## src/rtl/decode_dispatch_scheduler.sv

```systemverilog
// Two per-thread fetch FIFOs feeding decode stage 1 with round-robin pick and major-ID stamping.
// Optional DISPATCH_PERF_COUNTERS_EN adds saturating stall/empty cycle counters.
module decode_dispatch_scheduler #(
    parameter int unsigned addressWidth            = 64,
    parameter int unsigned instructionWidth        = 32,
    parameter int unsigned PidSize                 = 20,
    parameter int unsigned TidSize                 = 16,
    parameter int unsigned instructionCounterWidth = 64,
    parameter int unsigned fifoDepthLog2           = 2
) (
    input  logic                               clock_i,
    input  logic                               reset_i,
    input  logic                               stall_i,
    input  logic                               fetchValid0_i,
    output logic                               fetchReady0_o,
    input  logic [instructionWidth-1:0]        fetchInst0_i,
    input  logic [addressWidth-1:0]            fetchAddr0_i,
    input  logic [PidSize-1:0]                 fetchPid0_i,
    input  logic [TidSize-1:0]                 fetchTid0_i,
    input  logic                               flush0_i,
    input  logic                               fetchValid1_i,
    output logic                               fetchReady1_o,
    input  logic [instructionWidth-1:0]        fetchInst1_i,
    input  logic [addressWidth-1:0]            fetchAddr1_i,
    input  logic [PidSize-1:0]                 fetchPid1_i,
    input  logic [TidSize-1:0]                 fetchTid1_i,
    input  logic                               flush1_i,
    output logic                               enable_o,
    output logic [instructionWidth-1:0]        instruction_o,
    output logic [addressWidth-1:0]            instructionAddress_o,
    output logic [PidSize-1:0]                 instructionPid_o,
    output logic [TidSize-1:0]                 instructionTid_o,
    output logic [instructionCounterWidth-1:0] instructionMajId_o,
    output logic                               outPort_o
`ifdef DISPATCH_PERF_COUNTERS_EN
    ,
    output logic [31:0]                        stallCycles_o,
    output logic [31:0]                        emptyCycles_o
`endif
);

    localparam int unsigned DEPTH = 1 << fifoDepthLog2;
    localparam int unsigned EW    = instructionWidth + addressWidth + PidSize + TidSize;

    typedef logic [fifoDepthLog2-1:0] ptr_t;
    typedef logic [fifoDepthLog2:0]   cnt_t;

    logic [EW-1:0] entryIn [2];
    logic [EW-1:0] head    [2];
    logic [1:0]    valid, flush, full, empty, push, pop, avail;

    assign entryIn[0] = {fetchInst0_i, fetchAddr0_i, fetchPid0_i, fetchTid0_i};
    assign entryIn[1] = {fetchInst1_i, fetchAddr1_i, fetchPid1_i, fetchTid1_i};
    assign valid      = {fetchValid1_i, fetchValid0_i};
    assign flush      = {flush1_i, flush0_i};
    assign fetchReady0_o = ~full[0];
    assign fetchReady1_o = ~full[1];

    for (genvar p = 0; p < 2; p++) begin : g_fifo
        logic [EW-1:0] mem_q [DEPTH];
        ptr_t wrPtr_q, wrPtr_d, rdPtr_q, rdPtr_d;
        cnt_t count_q, count_d;

        always_comb begin
            full[p]  = (count_q == cnt_t'(DEPTH));
            empty[p] = (count_q == '0);
            // flush drops a same-cycle push and hides the FIFO from arbitration
            push[p]  = valid[p] & ~full[p] & ~flush[p];
            avail[p] = ~empty[p] & ~flush[p];
            head[p]  = mem_q[rdPtr_q];
            wrPtr_d  = wrPtr_q;
            rdPtr_d  = rdPtr_q;
            count_d  = count_q;
            if (flush[p]) begin
                wrPtr_d = '0;
                rdPtr_d = '0;
                count_d = '0;
            end else begin
                wrPtr_d = wrPtr_q + ptr_t'(push[p]);
                rdPtr_d = rdPtr_q + ptr_t'(pop[p]);
                count_d = count_q + cnt_t'(push[p]) - cnt_t'(pop[p]);
            end
        end

        always_ff @(posedge clock_i) begin
            if (!reset_i) begin
                wrPtr_q <= '0;
                rdPtr_q <= '0;
                count_q <= '0;
            end else begin
                wrPtr_q <= wrPtr_d;
                rdPtr_q <= rdPtr_d;
                count_q <= count_d;
            end
        end

        always_ff @(posedge clock_i) begin
            if (push[p]) mem_q[wrPtr_q] <= entryIn[p];
        end
    end

    logic                               enable_q, enable_d;
    logic [EW-1:0]                      data_q, data_d;
    logic [instructionCounterWidth-1:0] majId_q, majId_d;
    logic [instructionCounterWidth-1:0] majCnt_q, majCnt_d;
    logic                               outPort_q, outPort_d;
    logic                               prefer_q, prefer_d;
    logic                               grant, winner;

    always_comb begin
        grant  = ~stall_i & (avail[0] | avail[1]);
        winner = (avail[0] & avail[1]) ? prefer_q : avail[1];
        pop    = '0;
        if (grant) pop[winner] = 1'b1;

        enable_d  = enable_q;
        data_d    = data_q;
        majId_d   = majId_q;
        majCnt_d  = majCnt_q;
        outPort_d = outPort_q;
        prefer_d  = prefer_q;
        if (!stall_i) begin
            enable_d = grant;
            if (grant) begin
                data_d    = head[winner];
                majId_d   = majCnt_q;
                majCnt_d  = majCnt_q + 1'b1;
                outPort_d = winner;
                prefer_d  = ~winner;
            end
        end else if (enable_q && flush[outPort_q]) begin
            // a held slot from a flushed port is invalidated even under stall
            enable_d = 1'b0;
        end
    end

    always_ff @(posedge clock_i) begin
        if (!reset_i) begin
            enable_q  <= 1'b0;
            data_q    <= '0;
            majId_q   <= '0;
            majCnt_q  <= '0;
            outPort_q <= 1'b0;
            prefer_q  <= 1'b0;
        end else begin
            enable_q  <= enable_d;
            data_q    <= data_d;
            majId_q   <= majId_d;
            majCnt_q  <= majCnt_d;
            outPort_q <= outPort_d;
            prefer_q  <= prefer_d;
        end
    end

    assign enable_o           = enable_q;
    assign {instruction_o, instructionAddress_o, instructionPid_o, instructionTid_o} = data_q;
    assign instructionMajId_o = majId_q;
    assign outPort_o          = outPort_q;

`ifdef DISPATCH_PERF_COUNTERS_EN
    logic [31:0] stallCnt_q, stallCnt_d, emptyCnt_q, emptyCnt_d;

    always_comb begin
        stallCnt_d = stallCnt_q;
        emptyCnt_d = emptyCnt_q;
        if (stall_i && enable_q && stallCnt_q != '1) stallCnt_d = stallCnt_q + 1'b1;
        if (!stall_i && empty[0] && empty[1] && emptyCnt_q != '1) emptyCnt_d = emptyCnt_q + 1'b1;
    end

    always_ff @(posedge clock_i) begin
        if (!reset_i) begin
            stallCnt_q <= '0;
            emptyCnt_q <= '0;
        end else begin
            stallCnt_q <= stallCnt_d;
            emptyCnt_q <= emptyCnt_d;
        end
    end

    assign stallCycles_o = stallCnt_q;
    assign emptyCycles_o = emptyCnt_q;
`endif

endmodule

```

## config.mk

```make
export PLATFORM = sky130hd
export DESIGN_NAME = decode_dispatch_scheduler
export DESIGN_NICKNAME = d
export VERILOG_FILES = /design/src/rtl/decode_dispatch_scheduler.sv
export SDC_FILE = /design/constraint.sdc
export NUM_CORES = 1
export LEC_CHECK = 0
export ABC_AREA = 1
export CORE_MARGIN = 8
export CORE_UTILIZATION = 50
export CTS_BUF_LIST = sky130_fd_sc_hd__clkbuf_2
export DETAILED_ROUTE_END_ITERATION = 12
export GPL_ROUTABILITY_DRIVEN = 0
export PLACE_DENSITY_LB_ADDON = 0.1
export SYNTH_ARGS = -nofsm -noshare
export SYNTH_HDL_FRONTEND = slang
export SYNTH_SLANG_ARGS = --single-unit
export TNS_END_PERCENT = 10
```

## constraint.sdc

```tcl
create_clock -name clock_i -period 14.2 [get_ports clock_i]
set_input_delay 4.26 -clock clock_i [delete_from_list [all_inputs] [get_ports clock_i]]
set_output_delay 4.26 -clock clock_i [all_outputs]
set_load 0.005 [all_outputs]
```

==> run summary <==
CTS root buffer -> clkbuf_2
first-pass GRT wire length -> 224 mm
CTS buffer count -> 350
vias per cell -> 5.32
Period Utilization, post-route -> 49.2%
outcome -> finished, violations left
Pwr Density -> 121 nW/µm²
post-route clock skew -> 117 ps
Yosys top cell by area -> edfxtp_1
FMAX -> 143 MHz
# DRC -> 0
initial DRC count -> 2901
CP max FO -> 3
max layer used -> met5
Mapped Nets -> 4958
core outline area -> 103000 µm²
syn_area_per_cell -> 11.1 µm²
Setup violations, final -> 0
CP Class -> reg2out
antenna violations before repair -> 49
half-perimeter wire length after placement -> 89.8 mm
gate count after technology mapping -> 4678
largest net degree at the start of global routing -> 174
Comb pwr share -> 5.9%
Worst VDD drop -> 0.0648 mV
Post-CTS Hold Buffers -> 0
nets -> 5554
slew of the pin with the lowest slew margin -> 1650 ps
TritonCTS clock tree -> done
HP Class -> reg2reg
Initial Utilization -> 50.3%
critical path arrival -> 2730 ps
unrepaired setup endpoints after global routing -> no
worst skew pair latency -> 1530 ps
FF+latch count, synth -> 1333
Synth Warn # -> 0
non-filler instance count after layout -> 6941
Post-Route WL -> 151 mm
clk sinks -> 1333
Int Pwr -> 5.55 mW
Detail Route Antenna Nets -> 0
share of the synthesized area in the top cell type -> 61.0%
IO Count -> 471
htree depth -> 5
Met3 Wirelength -> 12.6 mm
vias in the first global route -> 35900
WL per Instance -> 21.7 µm
Reg2Reg Depth -> 11
GRT Total Usage -> 25.7%
row count -> 118
critical path capture point type -> output pin
placed cells -> 6302
share of cells above drive strength 1 -> 11.9%
Final Critical Period -> 6990 ps
Vert. Die Dim -> 338 µm
worst hold stages -> 2
Post-Syn Area -> 52000 µm²
Post-synth EDFFs -> 1056
Sequential Power Share -> 59.0%
Leak Pwr -> 21.7 nW
DR pass1 iterations -> 6
Clock Path Buffers -> 4
Die Width -> 338 µm
post-route met1 wirelength -> 59.0 mm
CTS clk-pin slew, worst paths -> 120 ps
Place WS -> 5930 ps
GRT Residual Overflow -> 0
TNS Setup -> 0 ps
Max Cap Viol -> 0
Area contributors post-synth -> edfxtp_1 61%, dfxtp_1 11%, nor2_1 6.8%
Switching Fraction -> 24.3%
DR WL met2 -> 75.0 mm
critical path startpoint category -> flop
CTS resizes -> 0
number of distinct library cells after synthesis -> 38
Final Util -> 58.8%
Net Switching -> 1.78 mW
register area share after synthesis -> 71.7%
relative slew slack -> -9.87%
Setup Buffers After CTS -> 0
synthesis-to-finish area growth -> 16.9%
asr flop ratio synth -> 0%
Final Hold Fails -> 0
Post-synth top flop -> edfxtp_1
DR vias -> 36900
Worst EP required -> 9940 ps
Slew Viols, Final -> 67
die footprint -> 115000 µm²
most common cell after layout, fill and taps aside -> edfxtp_1
failing checks -> max-slew violations
most frequent cells in the layout -> 1056 x edfxtp_1, 935 x nor2_1, 735 x nand2_1
clock network power share -> 35.1%
IO buf count -> 470
setup ws final -> 7210 ps
==> routing by layer <==
metal	vias to the layer above	global-route usage, %
met1	17700	30.8
met2	1306	43.6
met5	-	0
met4	14	9.69
met3	227	7.85
li1	17600	-
==> power by group through the flow <==
stage | registers [mW] | logic [mW] | clock network [mW]
CTS | 4.33 | 0.437 | 2.65
floorplan | 4.43 | 0.180 | 0
global placement | 4.42 | 0.430 | 0
finish | 4.33 | 0.433 | 2.57
global route | 4.34 | 0.474 | 2.84
detailed placement | 4.42 | 0.435 | 0
==> flip-flops by register name, summed over array words and instances (netlist names) <==
| name | flops |
|---|---|
| g_fifo.rdPtr_q | 4 |
| enable_o | 1 |
| data_q | 132 |
| outPort_o | 1 |
| g_fifo.wrPtr_q | 4 |
| majCnt_q | 64 |
| instructionMajId_o | 64 |
| prefer_q | 1 |
| g_fifo.mem_q | 1056 |
| g_fifo.count_q | 6 |
==> final timing paths <==
path                         from       endpoint  slack (ps)
max          g_fifo[1].count_q[1]  fetchReady1_o        7210
max reg2reg  g_fifo[0].count_q[1]    data_q[125]       10230
min                      prefer_q       prefer_q         470
min reg2reg              prefer_q       prefer_q         470
==> synth_stat cells, types with 2 or more instances <==
library cell  number
ha_1               7
nor2_4             3
xor2_1             8
fa_1               2
a31oi_1            2
nand3_2            4
clkbuf_1         131
clkinv_1           7
o21ai_1           67
edfxtp_1        1056
nor2_2            12
nand3b_1           2
dfxtp_1          277
buf_4             11
nand2_4            3
inv_1            177
xnor2_1            3
nor2_1           935
nor3_1            22
nand3_1          199
inv_2             13
nand2_1          735
buf_2             97
nand4_1           28
nor3b_1            2
o21ai_0          454
buf_1             15
o22ai_1           94
buf_6             11
a21oi_1          292
and2_1             2
==> critical path, stage by stage, from the launching register on <==
cell	delay, ps
dfxtp_1	400
inv_1	80
nand2_1	80
nor2_1	40
inv_1	120
clkdlybuf4s50_1	520
==> cells by family (layout without fill, tap and decap cells) <==
kind of cell / Yosys count / in the layout / share of synthesized area, %
and+or+nand+nor: 1952 / 1952 / 15.1
AOI/OAI and AO/OA: 910 / 910 / 9.00
xor gates and xnor gates: 11 / 11 / 0.185
DFF: 1333 / 1333 / 71.7
buffers and inverters: 463 / 1318 / 3.82
other: 0 / 28 / 0
adders and majority gates: 9 / 9 / 0.246
==> metrics by stage <==
stage               hold WS, ps  total power [mW]  instance area, µm²
finish                      467              7.33               60700
global route                488              7.65               60700
CTS                         468              7.41               60700
detailed placement          453              4.85               57600
global placement            454              4.85               57600
floorplan                   439              4.61               52000
==> final cells by class <==
cell class | instances | area [µm²]
fill | 8881 | 42600
sequential | 1333 | 37300
multi-input combinational | 2882 | 12800
timing repair buffer | 509 | 5040
clock buffer | 557 | 2790
tap | 1380 | 1730
inverter | 198 | 776
clock inverter | 54 | 295
antenna | 28 | 70.1
Power figures use the tool's default switching activity.
